## src/rtl/mem_port_arbiter.sv

```systemverilog
// Two-requester single-port memory arbiter with in-order read-response tracking.
// Define ARB_ROUND_ROBIN_EN to alternate contested grants; otherwise requester 0 wins.
module mem_port_arbiter #(
  parameter int unsigned ADDR_W       = 32,
  parameter int unsigned DATA_W       = 32,
  parameter int unsigned READ_LATENCY = 2
) (
  input  logic                  clock,
  input  logic                  rst,
  input  logic [1:0]            req_valid,
  output logic [1:0]            req_ready,
  input  logic [1:0]            req_we,
  input  logic [2*ADDR_W-1:0]   req_addr,
  input  logic [2*DATA_W-1:0]   req_wdata,
  output logic [1:0]            rsp_valid,
  output logic [DATA_W-1:0]     rsp_rdata,
  output logic                  mem_en,
  output logic                  mem_we,
  output logic [ADDR_W-1:0]     mem_addr,
  output logic [DATA_W-1:0]     mem_din,
  input  logic [DATA_W-1:0]     mem_dout
);

  logic                    last_grant_q;
  logic [READ_LATENCY-1:0] pipe_valid_q;
  logic [READ_LATENCY-1:0] pipe_id_q;
  logic                    pick1;
  logic                    issue;
  logic                    rsp_fire;

  always_comb begin
    pick1 = 1'b0;
    if (req_valid == 2'b11) begin
`ifdef ARB_ROUND_ROBIN_EN
      pick1 = ~last_grant_q;
`else
      // Fixed priority; last_grant is tracked but never steers the choice.
      pick1 = last_grant_q & 1'b0;
`endif
    end else begin
      pick1 = req_valid[1];
    end
  end

  always_comb begin
    req_ready = 2'b00;
    if (!rst) begin
      req_ready = (pick1 ? 2'b10 : 2'b01) & req_valid;
    end
    issue = |req_ready;
  end

  always_comb begin
    mem_en   = issue;
    mem_we   = 1'b0;
    mem_addr = '0;
    mem_din  = '0;
    if (issue) begin
      mem_we   = req_we[pick1];
      mem_addr = pick1 ? req_addr[ADDR_W +: ADDR_W] : req_addr[0 +: ADDR_W];
      mem_din  = pick1 ? req_wdata[DATA_W +: DATA_W] : req_wdata[0 +: DATA_W];
    end
  end

  // Stage k holds the op issued k+1 cycles ago; writes enter as bubbles.
  always_ff @(posedge clock) begin
    if (rst) begin
      last_grant_q <= 1'b1;
      pipe_valid_q <= '0;
      pipe_id_q    <= '0;
    end else begin
      if (issue) begin
        last_grant_q <= pick1;
      end
      pipe_valid_q[0] <= issue & ~req_we[pick1];
      pipe_id_q[0]    <= pick1;
      for (int i = 1; i < READ_LATENCY; i++) begin
        pipe_valid_q[i] <= pipe_valid_q[i-1];
        pipe_id_q[i]    <= pipe_id_q[i-1];
      end
    end
  end

  always_comb begin
    rsp_fire  = ~rst & pipe_valid_q[READ_LATENCY-1];
    rsp_valid = 2'b00;
    rsp_rdata = '0;
    if (rsp_fire) begin
      rsp_valid = pipe_id_q[READ_LATENCY-1] ? 2'b10 : 2'b01;
      rsp_rdata = mem_dout;
    end
  end

endmodule

```

## config.mk

```make
export PLATFORM = sky130hd
export DESIGN_NAME = mem_port_arbiter
export DESIGN_NICKNAME = d
export VERILOG_FILES = /design/src/rtl/mem_port_arbiter.sv
export SDC_FILE = /design/constraint.sdc
export NUM_CORES = 1
export LEC_CHECK = 0
export ABC_AREA = 1
export ABC_CLOCK_PERIOD_IN_PS = 2000
export CELL_PAD_IN_SITES_DETAIL_PLACEMENT = 0
export CELL_PAD_IN_SITES_GLOBAL_PLACEMENT = 1
export CORE_MARGIN = 2
export CORE_UTILIZATION = 11
export DETAILED_ROUTE_END_ITERATION = 8
export HOLD_SLACK_MARGIN = 0.12
export PLACE_DENSITY = 0.95
export SYNTH_ARGS = -nofsm -noshare
export SYNTH_HDL_FRONTEND = slang
export SYNTH_SLANG_ARGS = --single-unit
```

## constraint.sdc

```tcl
create_clock -name clock -period 2 [get_ports clock]
set_input_delay 0.4 -clock clock [delete_from_list [all_inputs] [get_ports clock]]
set_output_delay 0.4 -clock clock [all_outputs]
set_load 0.005 [all_outputs]
```

==> flow_summary_export.csv, run 1 <==
group,metric,value,unit
drt,vias_per_cell,4.021,
power_and_ir_drop,totalPowerFinal,0.001253,W
logic_synthesis,synth_enable_flop_cells,0,
critical_path,r2r_slack,1.54,ns
timing,whs,0.3950,ns
critical_path,worstPathArrival,1.58,ns
floorplan,chipHeight,119.0,um
global_route,grt_pass1_wl,14.10,mm
status,status,"finished clean",
critical_path,cpPeakStageDelay,0.50,ns
logic_synthesis,synth_most_common_cell,"nand2_1",
cts,clkTransAtPathRegs,0.03,ns
critical_path,path_class,"input port to output pin",
cts,hold_buffers,0,
run,max_cap_viol_count,0,
timing,period_minus_slack,1.976,ns
drt,met1_length,3.809,mm
logic_synthesis,synth-seq-area-share,5.508,%
power_and_ir_drop,total_leakage_power,2.791,nW
critical_path,crit_path_start_kind,"input port",
power_and_ir_drop,p_int,0.0009029,W
power_and_ir_drop,power_frac_clock,24.5,%
power_and_ir_drop,pwr-share-comb,68.7,%
drt,drtPass1Iterations,4,
logic_synthesis,syn_area_per_cell,4.660,um^2
floorplan,start_util,11.11,%
placed_design,dpl_cell_area,0.004503,mm^2
power_and_ir_drop,swShare,27.93,%
floorplan,placementRows,42,
critical_path,worst-path-max-fanout,22,
power_and_ir_drop,power.density,256.8,mW/mm^2
drt,route.met2.wl,5.064,mm
finish,drive_above_1_share,11.54,%
finish,regArea,80.08,um^2
timing,fin_worst_skew,0.00005809,ns
power_and_ir_drop,p_sw,0.0003500,W
floorplan,fp.dieArea,0.01415,mm^2
cts,h-tree-depth,1,
finish,final_cell_count_no_fill,774,
drt,met3_length,816,um
finish,multi_input_area,0.001097,mm^2
logic_synthesis,yosys.area.top_type,"a21oi_1",
logic_synthesis,synth_warnings,0,
finish,synthToLayoutAreaGrowth,235.6,%
logic_synthesis,synthTopCellsByCount,"nand2_1 (67), a21oi_1 (65), nand3_1 (65), nor2_1 (40), inv_1 (37)",
min_path,hp-class,"flip-flop to flip-flop",
logic_synthesis,yosys_register_bits,4,
global_route,grt_max_degree,48,
timing,period_share,98.82,%
finish,fill_cells,1380,
cts,cts_inserted_buffers,3,
global_route,gr-total-overflow,0,
timing,slew_headroom,81.57,%
timing,grt_setup_unrepaired,"true",
timing,drv_slew,0,
global_route,grt_usage,12.30,%
finish,fin_area,0.004880,mm^2
timing,hold_violations,0,
placed_design,gp_congestion,0.7324,
placed_design,io_buffers,267,
cts,clock_sinks,4,
critical_path,timing.critical_path.required,1.60,ns
cts,clockRootBuffer,"clkbuf_16",
logic_synthesis,synthArstFlopShare,0,%
logic_synthesis,ys_types,14,
drt,vias,3112,
timing,fin_setup_tns,0,ns
global_route,antenna_found_initial,0,
logic_synthesis,syn_inst,312,
drt,drtAntennaViolNets,0,
placed_design,dp_hpwl,7.105,mm
floorplan,dieWidth,119.0,um
logic_synthesis,ys.flop_type,"dfxtp_1",
floorplan,ios,268,
power_and_ir_drop,ir_worst_vdd,0.1916,mV
placed_design,dpl.cell_count,753,
critical_path,cp_slowest_cell,"clkdlybuf4s50_1",
drt,drc,0,
logic_synthesis,yosys-top-cells-area,"a21oi_1 (22%), nand3_1 (22%), nand2_1 (17%), nor2_1 (10%), inv_1 (9.6%)",
power_and_ir_drop,sequentialPowerShare,6.8,%
drt,top_layer,"met4",
drt,first_iter_violations,97,
floorplan,fp.coreArea,0.01309,mm^2
global_route,grt_pass1_vias,2911,
logic_synthesis,yosysTopAreaCellShare,22.38,%
cts,max-clock-path-buffers,2,
drt,wl_per_cell,12.72,um
critical_path,crit_path_end_kind,"output pin",
cts,clock_latency,0.22,ns
drt,drt_wl_total,9.843,mm
timing,fmax,506.0,MHz
logic_synthesis,syn_area,0.001454,mm^2
logic_synthesis,syn_nets,478,
timing,finalSetupViolCount,0,
finish,nNetsFinal,766,
finish,antennaDiodeCount,0,
critical_path,crit_chain,"dlygate4sd2_1 > inv_2 > nand2_4 > buf_12 > nor2_1 > clkdlybuf4s50_1",
cts,cts_tree,"built",
timing,tightest_slew,0.2754,ns
==> stage by stage <==
stage	setup slack [ns]	utilization, %
CTS	-0.07212	36.27
global route	-0.04739	37.29
finish	0.02360	37.29
global placement	-0.5130	34.41
detailed placement	-0.5164	34.41
floorplan	0.5564	-
==> kinds of logic (layout without fill, tap and decap cells) <==
kind of cell / after synthesis / after routing / synth area share, %
AOI/OAI and AO/OA: 66 / 66 / 22.98
DFF: 4 / 4 / 5.508
and+or+nand+nor: 173 / 173 / 50.43
buffers and inverters: 69 / 355 / 21.08
==> sequential cells by signal, indices dropped and copies added (netlist names) <==
name,cells
pipe_id_q,2
pipe_valid_q,2
==> critical path, delay by kind of cell <==
family	cells	cell delay, ns
simple gates	2	0.16
buf+inv	4	1.01
==> path summary, 6_finish.rpt <==
check,from,endpoint,cells past startpoint
worst min-delay path,pipe_valid_q[0],pipe_valid_q[1],2
worst min register to register,pipe_valid_q[0],pipe_valid_q[1],2
worst max-delay path,rst,rsp_rdata[18],6
worst max register to register,pipe_id_q[0],pipe_id_q[1],2
==> repair_timing <==
action / CTS / global route
pin swaps: 2 / 1
cloned: 5 / 0
gates resized for setup: 125 / 36
endpoints found under the setup margin: 102 / 48
setup buffers: 7 / 7
==> power by group through the flow <==
stage | combinational (W) | sequential [W] | clock [W]
global placement | 0.000830 | 0.0000859 | 0
detailed placement | 0.000829 | 0.0000859 | 0
CTS | 0.000856 | 0.0000850 | 0.000314
global route | 0.000930 | 0.0000857 | 0.000321
floorplan | 0.000226 | 0.0000858 | 0
finish | 0.000860 | 0.0000854 | 0.000307
==> cell type report <==
type / count / share of cell area [%]
clock buffer: 3 / 1.538
inverter: 38 / 2.974
sequential: 4 / 1.641
timing repair buffer: 314 / 66.85
multi-input combinational: 239 / 22.49
tap: 176 / 4.513
==> metal layers <==
metal / GRT usage (%) / vias up
li1: - / 1574
met1: 13.39 / 1354
met2: 23.74 / 172
met3: 3.017 / 12
met4: 2.679 / 0
met5: 0 / -
==> placed cells by master, fill, tap and decap left out, drive strengths merged, types with 3 or more instances in the layout <==
master and n:
inv 38, buf 52, a21oi 65, clkbuf 4, nand2 68, dfxtp 4
nand3 65, clkdlybuf4s50 166, bufbuf 3, dlygate4sd2 54, clkdlybuf4s15 12, nor2 40
dlymetal6s2s 26
(Power assumes the default switching activity.)
==> inputs of run 2 (changes only) <==
--- a/config.mk
+++ b/config.mk
@@ -7,12 +7,14 @@
 export LEC_CHECK = 0
 export ABC_AREA = 1
 export ABC_CLOCK_PERIOD_IN_PS = 2000
+export CAP_MARGIN = 20
 export CELL_PAD_IN_SITES_DETAIL_PLACEMENT = 0
 export CELL_PAD_IN_SITES_GLOBAL_PLACEMENT = 1
 export CORE_MARGIN = 2
 export CORE_UTILIZATION = 11
 export DETAILED_ROUTE_END_ITERATION = 8
 export HOLD_SLACK_MARGIN = 0.12
+export MAX_ROUTING_LAYER = met4
 export PLACE_DENSITY = 0.95
 export SYNTH_ARGS = -nofsm -noshare
 export SYNTH_HDL_FRONTEND = slang
==> run 2 against run 1 <==
  * Worst setup slack gained 0.0017 ns
  * Die area is the same
  * Flip-flop and latch count is the same
  * Clock skew is the same
  * Power grew 0.13%
  * Sequential share of layout area is the same
  * Sequential power is essentially flat
  * Fmax is essentially flat
  * Wire length grew 0.16%
  * Utilization is the same
  * Clock-buffer cell count is the same
==> flow_summary_export.csv, run 2 (synthesis gave the netlist of run 1 again) <==
group,metric,value,unit
placed_design,dpl_cell_area,0.004503,mm^2
finish,antennaDiodeCount,0,
timing,fin_worst_skew,0.00005809,ns
status,status,"finished clean",
floorplan,fp.dieArea,0.01415,mm^2
global_route,grt_max_degree,48,
timing,finalSetupViolCount,0,
timing,fin_setup_tns,0,ns
finish,final_common_cell,"clkdlybuf4s50_1",
timing,hold_violations,0,
floorplan,chipHeight,119.0,um
floorplan,placementRows,42,
finish,reg_top3,"pipe_id_q (2), pipe_valid_q (2)",
run,max_cap_viol_count,0,
cts,clock_latency,0.22,ns
timing,slew_headroom,81.56,%
global_route,grt_pass1_wl,14.07,mm
finish,drive_above_1_share,11.54,%
power_and_ir_drop,total_leakage_power,2.791,nW
cts,clkTransAtPathRegs,0.03,ns
drt,vias,3126,
timing,period_minus_slack,1.975,ns
global_route,gr-total-overflow,0,
cts,cts_inserted_buffers,3,
critical_path,timing.critical_path.required,1.60,ns
floorplan,fp.coreArea,0.01309,mm^2
finish,multi_input_area,0.001097,mm^2
cts,cts_tree,"built",
timing,fmax,506.4,MHz
finish,fill_cells,1380,
cts,clockRootBuffer,"clkbuf_16",
finish,fin_area,0.004880,mm^2
drt,wl_per_cell,12.74,um
cts,max-clock-path-buffers,2,
critical_path,worstPathArrival,1.57,ns
finish,nNetsFinal,766,
global_route,antenna_found_initial,0,
critical_path,crit_path_start_kind,"input port",
drt,vias_per_cell,4.039,
timing,drv_slew,0,
timing,tightest_slew,0.2756,ns
placed_design,dp_hpwl,7.105,mm
critical_path,crit_path_end_kind,"output pin",
cts,clock_sinks,4,
drt,drtPass1Iterations,6,
global_route,grt_pass1_vias,2917,
finish,synthToLayoutAreaGrowth,235.6,%
power_and_ir_drop,ir_worst_vdd,0.1927,mV
finish,final_cell_mix,"clkdlybuf4s50_1 (166), nand2_1 (66), nand3_1 (65)",
drt,drtAntennaViolNets,0,
global_route,grt_usage,12.62,%
drt,drc,0,
placed_design,place_ws,-0.5164,ns
placed_design,io_buffers,267,
floorplan,dieWidth,119.0,um
placed_design,gp_congestion,0.7414,
timing,setup_ws,0.02532,ns
critical_path,worst-path-max-fanout,22,
floorplan,start_util,11.11,%
timing,period_share,98.73,%
floorplan,ios,268,
power_and_ir_drop,power.density,257.1,mW/mm^2
timing,grt_setup_unrepaired,"true",
drt,first_iter_violations,97,
min_path,hp-class,"flip-flop to flip-flop",
power_and_ir_drop,totalPowerFinal,0.001255,W
finish,regArea,80.08,um^2
critical_path,path_class,"input port to output pin",
finish,fin_util,37.29,%
drt,drt_wl_total,9.859,mm
cts,h-tree-depth,1,
-- run 2: cell counts in the layout (fill, tap and decap cells not counted) --
No cell type changed its count.
-- run 2: through the flow --
stage	cells	hold slack (ns)
floorplan	312	0.3883
CTS	767	0.3963
global placement	753	0.3901
finish	774	0.3950
detailed placement	753	0.3924
global route	774	0.4106
-- run 2: power breakdown --
part | switching (W) | leakage [nW] | internal (W)
Sequential | 0.00000138 | 0.0328 | 0.0000840
Combinational | 0.000297 | 2.72 | 0.000564
Clock | 0.0000530 | 0.0370 | 0.000255
Total | 0.000352 | 2.79 | 0.000903
-- run 2: routing by layer --
layer / global-route usage [%] / up-vias / share of wire (%)
li1: - / 1575 / -
met5: - / - / 0
met4: 2.753 / 0 / 1.6
met1: 13.86 / 1364 / 40
met2: 23.71 / 175 / 51
met3: 2.155 / 12 / 7.2
-- run 2: worst paths after layout --
path | cells after the start | slack (ns) | to | start
hold / removal | 2 | 0.40 | pipe_valid_q[1] | pipe_valid_q[0]
setup / recovery | 6 | 0.03 | rsp_rdata[18] | rst
hold reg to reg | 2 | 0.40 | pipe_valid_q[1] | pipe_valid_q[0]
setup reg to reg | 2 | 1.54 | pipe_id_q[1] | pipe_id_q[0]
-- run 2: timing repair --
item	4_1_cts	5_1_grt
pin swaps	2	1
gates resized for setup	125	36
hold buffers	0	0
hold endpoints to repair	0	0
cloned	5	0
setup buffers	7	7
endpoints found under the setup margin	102	48
-- run 2: layout make-up --
class / count / area share (%)
clock buffer: 3 / 1.538
inverter: 38 / 2.974
multi-input combinational: 239 / 22.49
timing repair buffer: 314 / 66.85
tap: 176 / 4.513
sequential: 4 / 1.641
-- run 2: critical path, stage by stage --
cell and delay, ns:
dlygate4sd2_1 0.25, inv_2 0.11, nand2_4 0.08, buf_12 0.15
nor2_1 0.08, clkdlybuf4s50_1 0.50
